==> src/rtl/tap_reg_shifter_pkg.sv <==
// rtl/tap_reg_shifter_pkg.sv - shared TAP state codes, instruction codes and helpers
//
// Purpose: TAP controller state encoding (shared with TAP_route), instruction
//          codes understood by tap_reg_shifter, and the is_shift() helper.
// Ports:   none (package).
package tap_pkg;

  // Fixed 4-bit state encoding driven by the TAP controller.
  typedef enum logic [3:0] {
    ST_EX2_DR   = 4'h0,
    ST_EX1_DR   = 4'h1,
    ST_SH_DR    = 4'h2,
    ST_PAUSE_DR = 4'h3,
    ST_SEL_IR   = 4'h4,
    ST_UPD_DR   = 4'h5,
    ST_CAP_DR   = 4'h6,
    ST_SEL_DR   = 4'h7,
    ST_EX2_IR   = 4'h8,
    ST_EX1_IR   = 4'h9,
    ST_SH_IR    = 4'hA,
    ST_PAUSE_IR = 4'hB,
    ST_RTI      = 4'hC,
    ST_UPD_IR   = 4'hD,
    ST_CAP_IR   = 4'hE,
    ST_TLR      = 4'hF
  } tap_state_e;

  // Instruction codes; BYPASS is all ones at whatever IR width is used.
  localparam int unsigned INSTR_CODE_IDCODE = 1;
  localparam int unsigned INSTR_CODE_USER   = 2;

  // Data register selected by the current instruction.
  typedef enum logic [1:0] {
    SEL_BYPASS = 2'd0,
    SEL_IDCODE = 2'd1,
    SEL_USER   = 2'd2
  } dr_sel_e;

  function automatic logic is_shift(input tap_state_e state);
    return (state == ST_SH_IR) || (state == ST_SH_DR);
  endfunction

endpackage

==> src/rtl/tap_reg_shifter_if.sv <==
// rtl/tap_reg_shifter_if.sv - TAP serial bus between controller side and register stage
//
// Purpose: groups the controller state code, serial in and serial out signals.
// Signals: tap_state (state code for the current cycle), tdi (serial in),
//          tdo (serial out), tdo_en (serial out valid, Shift-IR/Shift-DR only).
// Modports: master = controller/test side, slave = tap_reg_shifter.
interface tap_reg_shifter_if;
  import tap_pkg::*;

  tap_state_e tap_state;
  logic       tdi;
  logic       tdo;
  logic       tdo_en;

  modport master (output tap_state, output tdi, input tdo, input tdo_en);
  modport slave  (input tap_state, input tdi, output tdo, output tdo_en);

endinterface

==> src/rtl/tap_reg_shifter_shift_reg.sv <==
// rtl/tap_reg_shifter_shift_reg.sv - capture/shift/hold register used for IR, IDCODE and USER
//
// Purpose: W-bit register; capture_en loads capture_val, shift_en shifts right
//          with tdi entering at the MSB, otherwise holds. Capture wins over shift.
// Ports:   clk, rst_n (async active-low, clears to 0), capture_en, capture_val[W],
//          shift_en, tdi, q[W].
module tap_shift_reg #(
  parameter int W = 8
) (
  input  logic         clk,
  input  logic         rst_n,
  input  logic         capture_en,
  input  logic [W-1:0] capture_val,
  input  logic         shift_en,
  input  logic         tdi,
  output logic [W-1:0] q
);

  logic [W-1:0] shifted;

  // Written as shift-then-overwrite-MSB so W=1 degenerates to q <= tdi.
  always_comb begin
    shifted      = q >> 1;
    shifted[W-1] = tdi;
  end

  always_ff @(posedge clk or negedge rst_n) begin
    if (!rst_n) begin
      q <= '0;
    end else if (capture_en) begin
      q <= capture_val;
    end else if (shift_en) begin
      q <= shifted;
    end
  end

endmodule

==> src/rtl/tap_reg_shifter.sv <==
// rtl/tap_reg_shifter.sv - JTAG IR/BYPASS/IDCODE/USER register stage behind the TAP controller
//
// Purpose: instruction register plus BYPASS, IDCODE and USER data registers,
//          stepped by the controller state code each GCLK cycle; drives TDO.
// Option:  TAP_IDCODE_EN - when defined, the IDCODE register exists and is the
//          reset instruction; when undefined, code 1 decodes as BYPASS and the
//          reset instruction is all ones.
// Ports:   GCLK, TRST_N (async active-low), tap (slave: tap_state, tdi, tdo, tdo_en),
//          user_capture[DR_W] (captured in Capture-DR), ir_q[IR_W] (current
//          instruction), user_q[DR_W] (USER update register), user_upd (1-cycle
//          strobe when user_q is written).
module tap_reg_shifter
  import tap_pkg::*;
#(
  parameter int IR_W = 4,
  parameter int DR_W = 8
`ifdef TAP_IDCODE_EN
  ,
  parameter logic [31:0] IDCODE_VAL = 32'h1000_563D
`endif
) (
  input  logic                GCLK,
  input  logic                TRST_N,
  tap_reg_shifter_if.slave    tap,
  input  logic [DR_W-1:0]     user_capture,
  output logic [IR_W-1:0]     ir_q,
  output logic [DR_W-1:0]     user_q,
  output logic                user_upd
);

  localparam logic [IR_W-1:0] IR_CAPTURE  = {{(IR_W-1){1'b0}}, 1'b1};
  localparam logic [IR_W-1:0] CODE_IDCODE = IR_W'(INSTR_CODE_IDCODE);
  localparam logic [IR_W-1:0] CODE_USER   = IR_W'(INSTR_CODE_USER);
`ifdef TAP_IDCODE_EN
  localparam logic [IR_W-1:0] IR_RESET    = CODE_IDCODE;
  localparam dr_sel_e         IDCODE_SEL  = SEL_IDCODE;
`else
  localparam logic [IR_W-1:0] IR_RESET    = '1;
  localparam dr_sel_e         IDCODE_SEL  = SEL_BYPASS;
`endif

  tap_state_e      state;
  dr_sel_e         dr_sel;
  logic [IR_W-1:0] ir_sr;
  logic [DR_W-1:0] dr_sr;
  logic            bypass;
  logic            tdo_int;
  logic            cap_dr;
  logic            sh_dr;

  assign state  = tap.tap_state;
  assign cap_dr = (state == ST_CAP_DR);
  assign sh_dr  = (state == ST_SH_DR);

  // ir_q only moves in Update-IR/TLR, so this selection is stable over a DR scan.
  always_comb begin
    dr_sel = SEL_BYPASS;
    if (ir_q == CODE_USER) begin
      dr_sel = SEL_USER;
    end else if (ir_q == CODE_IDCODE) begin
      dr_sel = IDCODE_SEL;
    end
  end

  tap_shift_reg #(.W(IR_W)) u_ir_sr (
    .clk         (GCLK),
    .rst_n       (TRST_N),
    .capture_en  (state == ST_CAP_IR),
    .capture_val (IR_CAPTURE),
    .shift_en    (state == ST_SH_IR),
    .tdi         (tap.tdi),
    .q           (ir_sr)
  );

  tap_shift_reg #(.W(DR_W)) u_user_sr (
    .clk         (GCLK),
    .rst_n       (TRST_N),
    .capture_en  (cap_dr && (dr_sel == SEL_USER)),
    .capture_val (user_capture),
    .shift_en    (sh_dr && (dr_sel == SEL_USER)),
    .tdi         (tap.tdi),
    .q           (dr_sr)
  );

`ifdef TAP_IDCODE_EN
  logic [31:0] id_sr;

  tap_shift_reg #(.W(32)) u_id_sr (
    .clk         (GCLK),
    .rst_n       (TRST_N),
    .capture_en  (cap_dr && (dr_sel == SEL_IDCODE)),
    .capture_val (IDCODE_VAL),
    .shift_en    (sh_dr && (dr_sel == SEL_IDCODE)),
    .tdi         (tap.tdi),
    .q           (id_sr)
  );
`endif

  always_ff @(posedge GCLK or negedge TRST_N) begin
    if (!TRST_N) begin
      ir_q     <= IR_RESET;
      bypass   <= 1'b0;
      user_q   <= '0;
      user_upd <= 1'b0;
    end else begin
      // Strobe is high exactly for the cycle following Update-DR under USER.
      user_upd <= (state == ST_UPD_DR) && (dr_sel == SEL_USER);

      if (state == ST_TLR) begin
        ir_q <= IR_RESET;
      end else if (state == ST_UPD_IR) begin
        ir_q <= ir_sr;
      end

      if ((state == ST_UPD_DR) && (dr_sel == SEL_USER)) begin
        user_q <= dr_sr;
      end

      if (cap_dr && (dr_sel == SEL_BYPASS)) begin
        bypass <= 1'b0;
      end else if (sh_dr && (dr_sel == SEL_BYPASS)) begin
        bypass <= tap.tdi;
      end
    end
  end

  always_comb begin
    tdo_int = 1'b0;
    if (state == ST_SH_IR) begin
      tdo_int = ir_sr[0];
    end else if (sh_dr) begin
      case (dr_sel)
        SEL_USER:   tdo_int = dr_sr[0];
`ifdef TAP_IDCODE_EN
        SEL_IDCODE: tdo_int = id_sr[0];
`endif
        default:    tdo_int = bypass;
      endcase
    end
  end

  assign tap.tdo    = tdo_int;
  assign tap.tdo_en = is_shift(state);

endmodule

==> src/flat_wrapper.sv <==
// flat-port wrapper written by rule: the top's interface ports become plain ports
module tap_reg_shifter_flat import tap_pkg::*;
#(
  parameter int IR_W = 4,
  parameter int DR_W = 8

)
  (GCLK, TRST_N, user_capture, ir_q, user_q, user_upd, tap_tap_state, tap_tdi, tap_tdo, tap_tdo_en);
  tap_reg_shifter_if tap_i ();
  input  logic GCLK;
  input  logic TRST_N;
  input  logic [DR_W-1:0] user_capture;
  output logic [IR_W-1:0] ir_q;
  output logic [DR_W-1:0] user_q;
  output logic user_upd;
  input wire logic [$bits(tap_i.tap_state)-1:0] tap_tap_state;
  input wire logic [$bits(tap_i.tdi)-1:0] tap_tdi;
  output wire logic [$bits(tap_i.tdo)-1:0] tap_tdo;
  output wire logic [$bits(tap_i.tdo_en)-1:0] tap_tdo_en;
  assign tap_i.tap_state = tap_tap_state;
  assign tap_i.tdi = tap_tdi;
  assign tap_tdo = tap_i.tdo;
  assign tap_tdo_en = tap_i.tdo_en;
  tap_reg_shifter #(.IR_W(IR_W), .DR_W(DR_W)) u_core (.GCLK(GCLK), .TRST_N(TRST_N), .tap(tap_i), .user_capture(user_capture), .ir_q(ir_q), .user_q(user_q), .user_upd(user_upd));
endmodule
==> config.mk <==
export PLATFORM = sky130hd
export DESIGN_NAME = tap_reg_shifter_flat
export DESIGN_NICKNAME = d
export VERILOG_FILES = /design/src/rtl/tap_reg_shifter_pkg.sv /design/src/rtl/tap_reg_shifter_if.sv /design/src/rtl/tap_reg_shifter_shift_reg.sv /design/src/rtl/tap_reg_shifter.sv /design/src/flat_wrapper.sv
export SDC_FILE = /design/constraint.sdc
export NUM_CORES = 1
export LEC_CHECK = 0
export ABC_AREA = 1
export CAP_MARGIN = 20
export CORE_ASPECT_RATIO = 0.9
export CORE_MARGIN = 2
export CORE_UTILIZATION = 30
export CTS_BUF_LIST = sky130_fd_sc_hd__clkbuf_8 sky130_fd_sc_hd__clkbuf_16
export CTS_CLUSTER_SIZE = 28
export DETAILED_ROUTE_END_ITERATION = 6
export MAX_ROUTING_LAYER = met4
export PLACE_DENSITY = 0.55
export SLEW_MARGIN = 20
export SYNTH_ARGS = -nofsm -noshare
export SYNTH_HDL_FRONTEND = slang
export SYNTH_SLANG_ARGS = --single-unit
==> constraint.sdc <==
create_clock -name GCLK -period 1.6 [get_ports GCLK]
set_clock_uncertainty 0.2 [all_clocks]
set_input_delay 0.16 -clock GCLK [delete_from_list [all_inputs] [get_ports GCLK]]
set_output_delay 0.16 -clock GCLK [all_outputs]
set_load 0.02 [all_outputs]
==> flow_summary.yaml, run 1 <==
status:
  outcome: "complete, but fails checks"
  violations_in_the_final_reports: "negative setup slack"
cts:
  ctsHtreeMaxLevel: 1
  insertion_delay_ps: 270
  cts_hold_buffers: 0
  cts-buffers-inserted: 3
  cts_buffer_depth: 2
  clockRootBuffer: "sky130_fd_sc_hd__clkbuf_8"
  tritoncts: "built"
  cts.sinks: 26
  cts.reportedPaths.clkPinSlew_ps: 90
layout:
  area_growth_syn_to_layout_pct: 56.83
  finish.net_count: 224
  final_layout_size_suffix_gt1_frac: 0.3125
  layout.filler_cells: 394
  finish.utilization: 0.4865
  layout.cell_area.non_filler_um2: 1982
  multi_input_comb_area_um2: 573.1
  n_antenna_cell: 0
  regArea_um2: 655.6
global_routing:
  initial_antenna_violation_count: 0
  global_route.usage.met3: 0.01994
  globalRouteMet2Util: 0.2064
  vias_in_the_first_global_route: 1113
  grt_start_max_net_pins: 27
  globalRouteMet1Util: 0.1854
  grt_first_pass_wirelength_um: 4974
  grt_remaining_overflow: 0
  grt_use_total: 0.1375
  grt_busiest_layer: "met2"
synthesis:
  synth_flop_cell: "sky130_fd_sc_hd__dfrtp_1"
  syn_area_per_cell_um2: 8.481
  yosysTopAreaCell: "sky130_fd_sc_hd__dfrtp_1"
  dominant_combinational_cell_family_by_area_after_synthesis: "simple AND/OR/NAND/NOR gates"
  synth_commonest_cells: "57 x sky130_fd_sc_hd__nand2_1, 22 x sky130_fd_sc_hd__dfrtp_1, 16 x sky130_fd_sc_hd__inv_1"
  synth_mux_area_frac: 0
  complex_gate_fraction_of_the_synthesized_area: 0.04059
  yosysUniqueCellTypes: 21
  most_area_consuming_cells_after_synthesis: "sky130_fd_sc_hd__dfrtp_1 44%, sky130_fd_sc_hd__nand2_1 17%, sky130_fd_sc_hd__dfstp_2 8.3%, sky130_fd_sc_hd__nand3_1 5.9%, sky130_fd_sc_hd__inv_1 4.8%"
  synth-simple-area-share: 0.3673
  synth_xor_area_frac: 0
  synthesis_warnings: 0
  synth-seq-area-share: 0.5188
  post_synth_fa_ha_maj_area_fraction: 0
  synth_nets: 164
  netlist_instances: 149
  async_reset_ff_frac: 1.000
  number_of_enable_flip_flop_cells_after_synthesis: 0
  synth.most_common_cell: "sky130_fd_sc_hd__nand2_1"
  synth-seq-cells: 26
  synthDominantCellAreaShare: 0.4356
  post_synth_instance_area_um2: 1264
timing:
  timing.final.hold_violations: 0
  timing.final.crit_share: 1.103
  timing_max_transition_violations_final: 0
  setup_violations: 16
  setup_repair_after_global_routing_missed_its_margin: "true"
  fin_crit_ps: 1765
  setup_total_negative_slack_ps: -1507
  timing.slew.headroom: 0.7592
  post-route-worst-setup-slack_ps: -165.3
  slew_at_the_pin_closest_to_its_max_slew_limit_ps: 359.3
  clock.fmax_mhz: 566.5
routing:
  drt-wirelength-per-cell_um: 11.40
  drt_pass1_iterations: 4
  routed-via-count: 1131
  final_antenna_net_count: 0
  routed_via_density: 4.418
  detail_route.iter0.violations: 63
  drc_errors: 0
  route.final.wire_length_um: 2919
setup_path:
  category_of_the_worst_setup_path_capture_point: "output port"
  worst-path-max-fanout: 3
  critical_path_required_ps: 1240
  path_cells: "nand2_2 -> nor2_4 -> nand2_4 -> clkinv_4 -> nand2_4 -> nand3_2 -> buf_6"
  r2r_slack_ps: -110
  worst_setup_path_start_kind: "flip-flop"
  cp_arrival_ps: 1410
  timing.critical_path.slowest_stage_cell: "sky130_fd_sc_hd__dfstp_2"
  timing.critical_path.max_delay_family: "flip-flops"
  timing.setup.critical_path_class: "flip-flop to output port"
  slowest_delay_ps: 550
  timing.critical_path.buf_inv: 2
  crit_top_cell: "sky130_fd_sc_hd__nand2_4"
die:
  core.rowCount: 22
  coreArea_um2: 4074
  io_pins: 30
  dieHeight_um: 65.57
  die_area_um2: 4748
  die_width_um: 72.42
  initial_core_util: 0.3102
power_and_ir_drop:
  worst_ir_drop_vdd_mv: 0.3850
  leakagePower_uw: 0.001133
  power_density_nw_per_um2: 785.8
  power.total_uw: 1557
placed_design:
  globalplace.congestion: 0.8024
  dp.final_hpwl_um: 2127
  placedInstanceArea_um2: 1780
  post-place-ws_ps: -630.5
  port_buffers: 29
job:
  max-cap-violations: 0
hold_path:
  worstHoldPathType: "input pin to asynchronous set/reset pin"
-- worst reg2reg max path: cells and delay by family (launching register included) --
kind	cells	cell delay, ps
flops	1	550
simple gates	6	480
buf+inv	3	410
-- placed cells by master, fill, tap and decap left out, types with 2 or more instances in the layout --
| master | instances |
|---|---|
| sky130_fd_sc_hd__nand2_1 | 52 |
| sky130_fd_sc_hd__buf_4 | 24 |
| sky130_fd_sc_hd__dfrtp_1 | 22 |
| sky130_fd_sc_hd__nand3_1 | 14 |
| sky130_fd_sc_hd__clkdlybuf4s50_1 | 14 |
| sky130_fd_sc_hd__inv_1 | 13 |
| sky130_fd_sc_hd__dlygate4sd2_1 | 8 |
| sky130_fd_sc_hd__nand3_2 | 6 |
| sky130_fd_sc_hd__nor2_4 | 5 |
| sky130_fd_sc_hd__dlymetal6s2s_1 | 5 |
| sky130_fd_sc_hd__inv_2 | 4 |
| sky130_fd_sc_hd__nand2_2 | 4 |
| sky130_fd_sc_hd__nor3_1 | 4 |
| sky130_fd_sc_hd__a21oi_1 | 4 |
| sky130_fd_sc_hd__dfstp_2 | 4 |
| sky130_fd_sc_hd__nand2_4 | 3 |
| sky130_fd_sc_hd__clkbuf_8 | 3 |
| sky130_fd_sc_hd__nand2_8 | 2 |
| sky130_fd_sc_hd__o22ai_1 | 2 |
| sky130_fd_sc_hd__buf_12 | 2 |
-- worst paths after layout --
| path | startpoint | endpoint | depth (start not counted) |
|---|---|---|---|
| min in group GCLK | user_capture[7] | u_core.u_user_sr.q[7]$_DFFE_PN0P_ | 3 |
| max in group asynchronous | TRST_N | u_core.ir_q[2]$_DFFE_PN1P_ | 2 |
| max reg2reg | u_core.ir_q[1]$_DFFE_PN1P_ | u_core.u_user_sr.q[0]$_DFFE_PN0P_ | 9 |
| max | u_core.ir_q[1]$_DFFE_PN1P_ | tap_tdo | 7 |
| min reg2reg | u_core.user_q[0]$_DFFE_PN0P_ | u_core.user_q[0]$_DFFE_PN0P_ | 2 |
| min | TRST_N | u_core.u_ir_sr.q[0]$_DFFE_PN0P_ | 2 |
-- stage by stage --
stage / hold WS (ps) / std cells
after global placement: 265.3 / 246
after floorplan: -335.6 / 149
after detailed placement: 267.3 / 246
final: 48.55 / 256
after global routing: 77.52 / 256
after CTS: 61.23 / 253
-- cell type report --
type                            instances  area share
Timing Repair Buffer                   56      0.2645
Clock inverter                          1     0.01515
Tap cell                               48     0.03030
Sequential cell                        26      0.3308
Clock buffer                            3     0.02083
Multi-Input combinational cell        102      0.2891
Inverter                               20     0.04924
-- state kept, by name, indices dropped and copies added, names as in the netlist --
| register | flops |
|---|---|
| u_core.user_upd | 1 |
| u_core.u_ir_sr.q | 4 |
| u_core.bypass | 1 |
| u_core.u_user_sr.q | 8 |
| u_core.ir_q | 4 |
| u_core.user_q | 8 |
-- per-layer routing --
metal / wire length (um) / vias up
met5: 0 / -
met1: 1434 / 512
li1: - / 590
met3: 107 / 5
met4: 65 / 0
met2: 1312 / 24
-- timing repair --
item | in CTS | in global routing
endpoints found under the hold margin | 0 | 0
pin swaps | 1 | 4
endpoints found under the setup margin | 22 | 25
gates resized for setup | 29 | 16
setup buffers | 3 | 5
-- power breakdown --
part           switching (uW)  internal (uW)
logic                     131            130
registers                33.7            716
clock network             212            335
total                     376           1180
-- cells by family after synthesis --
| group | count (synthesis) |
|---|---|
| AND/OR/NAND/NOR | 93 |
| flip-flops | 26 |
| AO/OA/AOI/OAI | 9 |
| buffers and inverters | 21 |
Power figures use the tool's default switching activity.
==> inputs of run 2 (changes only) <==
- PLACE_DENSITY: 0.55 -> 0.53
==> run 2 against run 1 <==
Against the previous run:
- the flow still finishes with violations (negative setup slack)
- die area stayed put
- worst setup slack better by 43 ps
- power is 1.4% lower
- hold slack worse by 1.5 ps
- clock power hardly changed
- clock-buffer cell count stayed put
- critical path type unchanged
- largest power group unchanged
- highest routed layer unchanged
==> flow_summary.yaml, run 2 (synthesized netlist as in run 1, its figures left out) <==
routing:
  routed_via_density: 4.482
  drt_pass1_iterations: 4
  routed-via-count: 1125
  routedLengthMet1_um: 1301
  detail_route.iter0.violations: 37
  drt-wirelength-per-cell_um: 11.05
  route.met2.wl_um: 1355
  met3RoutedLength_um: 96
  drc_errors: 0
  final_antenna_net_count: 0
  route.top_layer_used: "met4"
  route.final.wire_length_um: 2773
timing:
  timing.final.crit_share: 1.076
  timing.slew.headroom: 0.7738
  clock.fmax_mhz: 580.7
  fin_crit_ps: 1722
  timing_max_transition_violations_final: 0
  post-route-worst-setup-slack_ps: -121.9
  timing.final.hold_violations: 0
  setup_violations: 9
  setup_repair_after_global_routing_missed_its_margin: "true"
  slew_at_the_pin_closest_to_its_max_slew_limit_ps: 337.4
  setup_total_negative_slack_ps: -666.2
power_and_ir_drop:
  worst_ir_drop_vdd_mv: 0.4312
  leakagePower_uw: 0.001023
  power_density_nw_per_um2: 812.8
placed_design:
  port_buffers: 29
  dp.final_hpwl_um: 2142
  globalplace.congestion: 0.7601
  numPlacedInstances: 245
layout:
  n_antenna_cell: 0
  finish.net_count: 219
  layout.filler_cells: 415
  area_growth_syn_to_layout_pct: 49.50
  reg.largest.list: "u_core.u_user_sr.q (8), u_core.user_q (8)"
  finish.cell_count_without_fillers: 251
  multi_input_comb_area_um2: 565.5
  regArea_um2: 655.6
  finish.utilization: 0.4638
  final_layout_size_suffix_gt1_frac: 0.2857
  mostFrequentLayoutCell: "sky130_fd_sc_hd__nand2_1"
  most-common-layout-cells: "53 x sky130_fd_sc_hd__nand2_1, 22 x sky130_fd_sc_hd__dfrtp_1, 20 x sky130_fd_sc_hd__buf_4, 15 x sky130_fd_sc_hd__inv_1, 15 x sky130_fd_sc_hd__clkdlybuf4s50_1"
setup_path:
  critical_path.reg2reg.endpoint: "u_core.u_user_sr.q[0]$_DFFE_PN0P_"
  timing.critical_path.to: "tap_tdo"
  r2r_cells: 9
  worst-path-max-fanout: 3
  crit_path_start: "u_core.ir_q[1]$_DFFE_PN1P_"
  critical_path_required_ps: 1240
  r2r_slack_ps: -100
  launching_point_of_the_worst_reg2reg_path: "u_core.ir_q[1]$_DFFE_PN1P_"
  cp_arrival_ps: 1360
  worst_setup_path_start_kind: "flip-flop"
  timing.setup.critical_path_class: "flip-flop to output port"
  category_of_the_worst_setup_path_capture_point: "output port"
global_routing:
  grt_remaining_overflow: 0
  vias_in_the_first_global_route: 1134
  grt_start_max_net_pins: 27
  initial_antenna_violation_count: 0
  grt_first_pass_wirelength_um: 4802
  grt_use_total: 0.1347
cts:
  tritoncts: "built"
  ctsHtreeMaxLevel: 1
  cts_hold_buffers: 0
  cts-buffers-inserted: 3
  cts.sinks: 26
  clockRootBuffer: "sky130_fd_sc_hd__clkbuf_8"
  cts_buffer_depth: 2
  insertion_delay_ps: 270
  cts.reportedPaths.clkPinSlew_ps: 90
job:
  max-cap-violations: 0
status:
  violations_in_the_final_reports: "negative setup slack"
  outcome: "complete, but fails checks"
die:
  initial_core_util: 0.3102
  die_area_um2: 4748
  coreArea_um2: 4074
  dieHeight_um: 65.57
  die_width_um: 72.42
  io_pins: 30
  core.rowCount: 22
hold_path:
  worstHoldPathType: "input pin to asynchronous set/reset pin"
-- run 2: cell count changes in the layout (fill, tap and decap cells not counted), sizes merged --
| cell | before | now |
|---|---|---|
| dlygate4sd2 | 8 | 11 |
| clkdlybuf4s50 | 14 | 15 |
| inv | 18 | 19 |
| buf | 28 | 23 |
| clkbuf | 4 | 5 |
| dlymetal6s2s | 5 | 0 |
| clkinv | 2 | 1 |
-- run 2: worst min-delay path by stage --
stage | startpoint | to | slack (ps) | cells past startpoint
floorplan | TRST_N | u_core.bypass$_DFFE_PN0P_ | -340 | 0
global placement | u_core.user_q[5]$_DFFE_PN0P_ | u_core.user_q[5]$_DFFE_PN0P_ | 270 | 2
detailed placement | u_core.user_q[4]$_DFFE_PN0P_ | u_core.user_q[4]$_DFFE_PN0P_ | 270 | 2
CTS | TRST_N | u_core.bypass$_DFFE_PN0P_ | 60 | 2
global route | TRST_N | u_core.bypass$_DFFE_PN0P_ | 70 | 2
finish | TRST_N | u_core.bypass$_DFFE_PN0P_ | 50 | 2
-- run 2: final cells by class --
| cell class | instances | share of cell area |
|---|---|---|
| Clock buffer | 3 | 0.02185 |
| Clock inverter | 1 | 0.01589 |
| Inverter | 20 | 0.04901 |
| Multi-Input combinational cell | 102 | 0.2993 |
| Sequential cell | 26 | 0.3470 |
| Tap cell | 48 | 0.03179 |
| Timing Repair Buffer | 51 | 0.2351 |
-- run 2: layer usage --
| metal | vias to the layer above | GRT usage |
|---|---|---|
| li1 | 579 | - |
| met2 | 24 | 0.2271 |
| met3 | 3 | 0.01994 |
| met4 | 0 | 0.05556 |
| met5 | - | - |
| met1 | 519 | 0.1620 |
-- run 2: power by group --
group          leakage (uW)  total [uW]  internal, uW  switching [uW]
combinational      0.000644         244           119             125
sequential         0.000343         746           715            30.5
clock             0.0000357         546           335             211
total               0.00102        1540          1170             366
-- run 2: repair_timing --
action                                  in CTS  in global routing
endpoints found under the setup margin      25                 20
buffers inserted                             2                  2
pin swaps                                    2                  3
hold endpoints to repair                     0                  0
resized for setup                           28                 13
-- run 2: critical path, stage by stage, from the launching register on --
cell                       delay (ps)
sky130_fd_sc_hd__dfstp_2          550
sky130_fd_sc_hd__nand2_2           60
sky130_fd_sc_hd__nor2_4           150
sky130_fd_sc_hd__nand2_4           80
sky130_fd_sc_hd__clkinv_4          50
sky130_fd_sc_hd__nand2_4           40
sky130_fd_sc_hd__nand3_2           60
sky130_fd_sc_hd__buf_6            110
-- run 2: per-stage QoR --
step | hold slack [ps] | area, um2 | total power, uW | worst slack, ps
after floorplan | -335.6 | 1271 | 863.3 | 1.186
after global placement | 265.3 | 1760 | 1009 | -587.2
after detailed placement | 268.6 | 1760 | 1012 | -612.2
after CTS | 60.98 | 1859 | 1560 | -169.0
after global routing | 73.01 | 1889 | 1612 | -187.5
final | 47.02 | 1889 | 1536 | -121.9
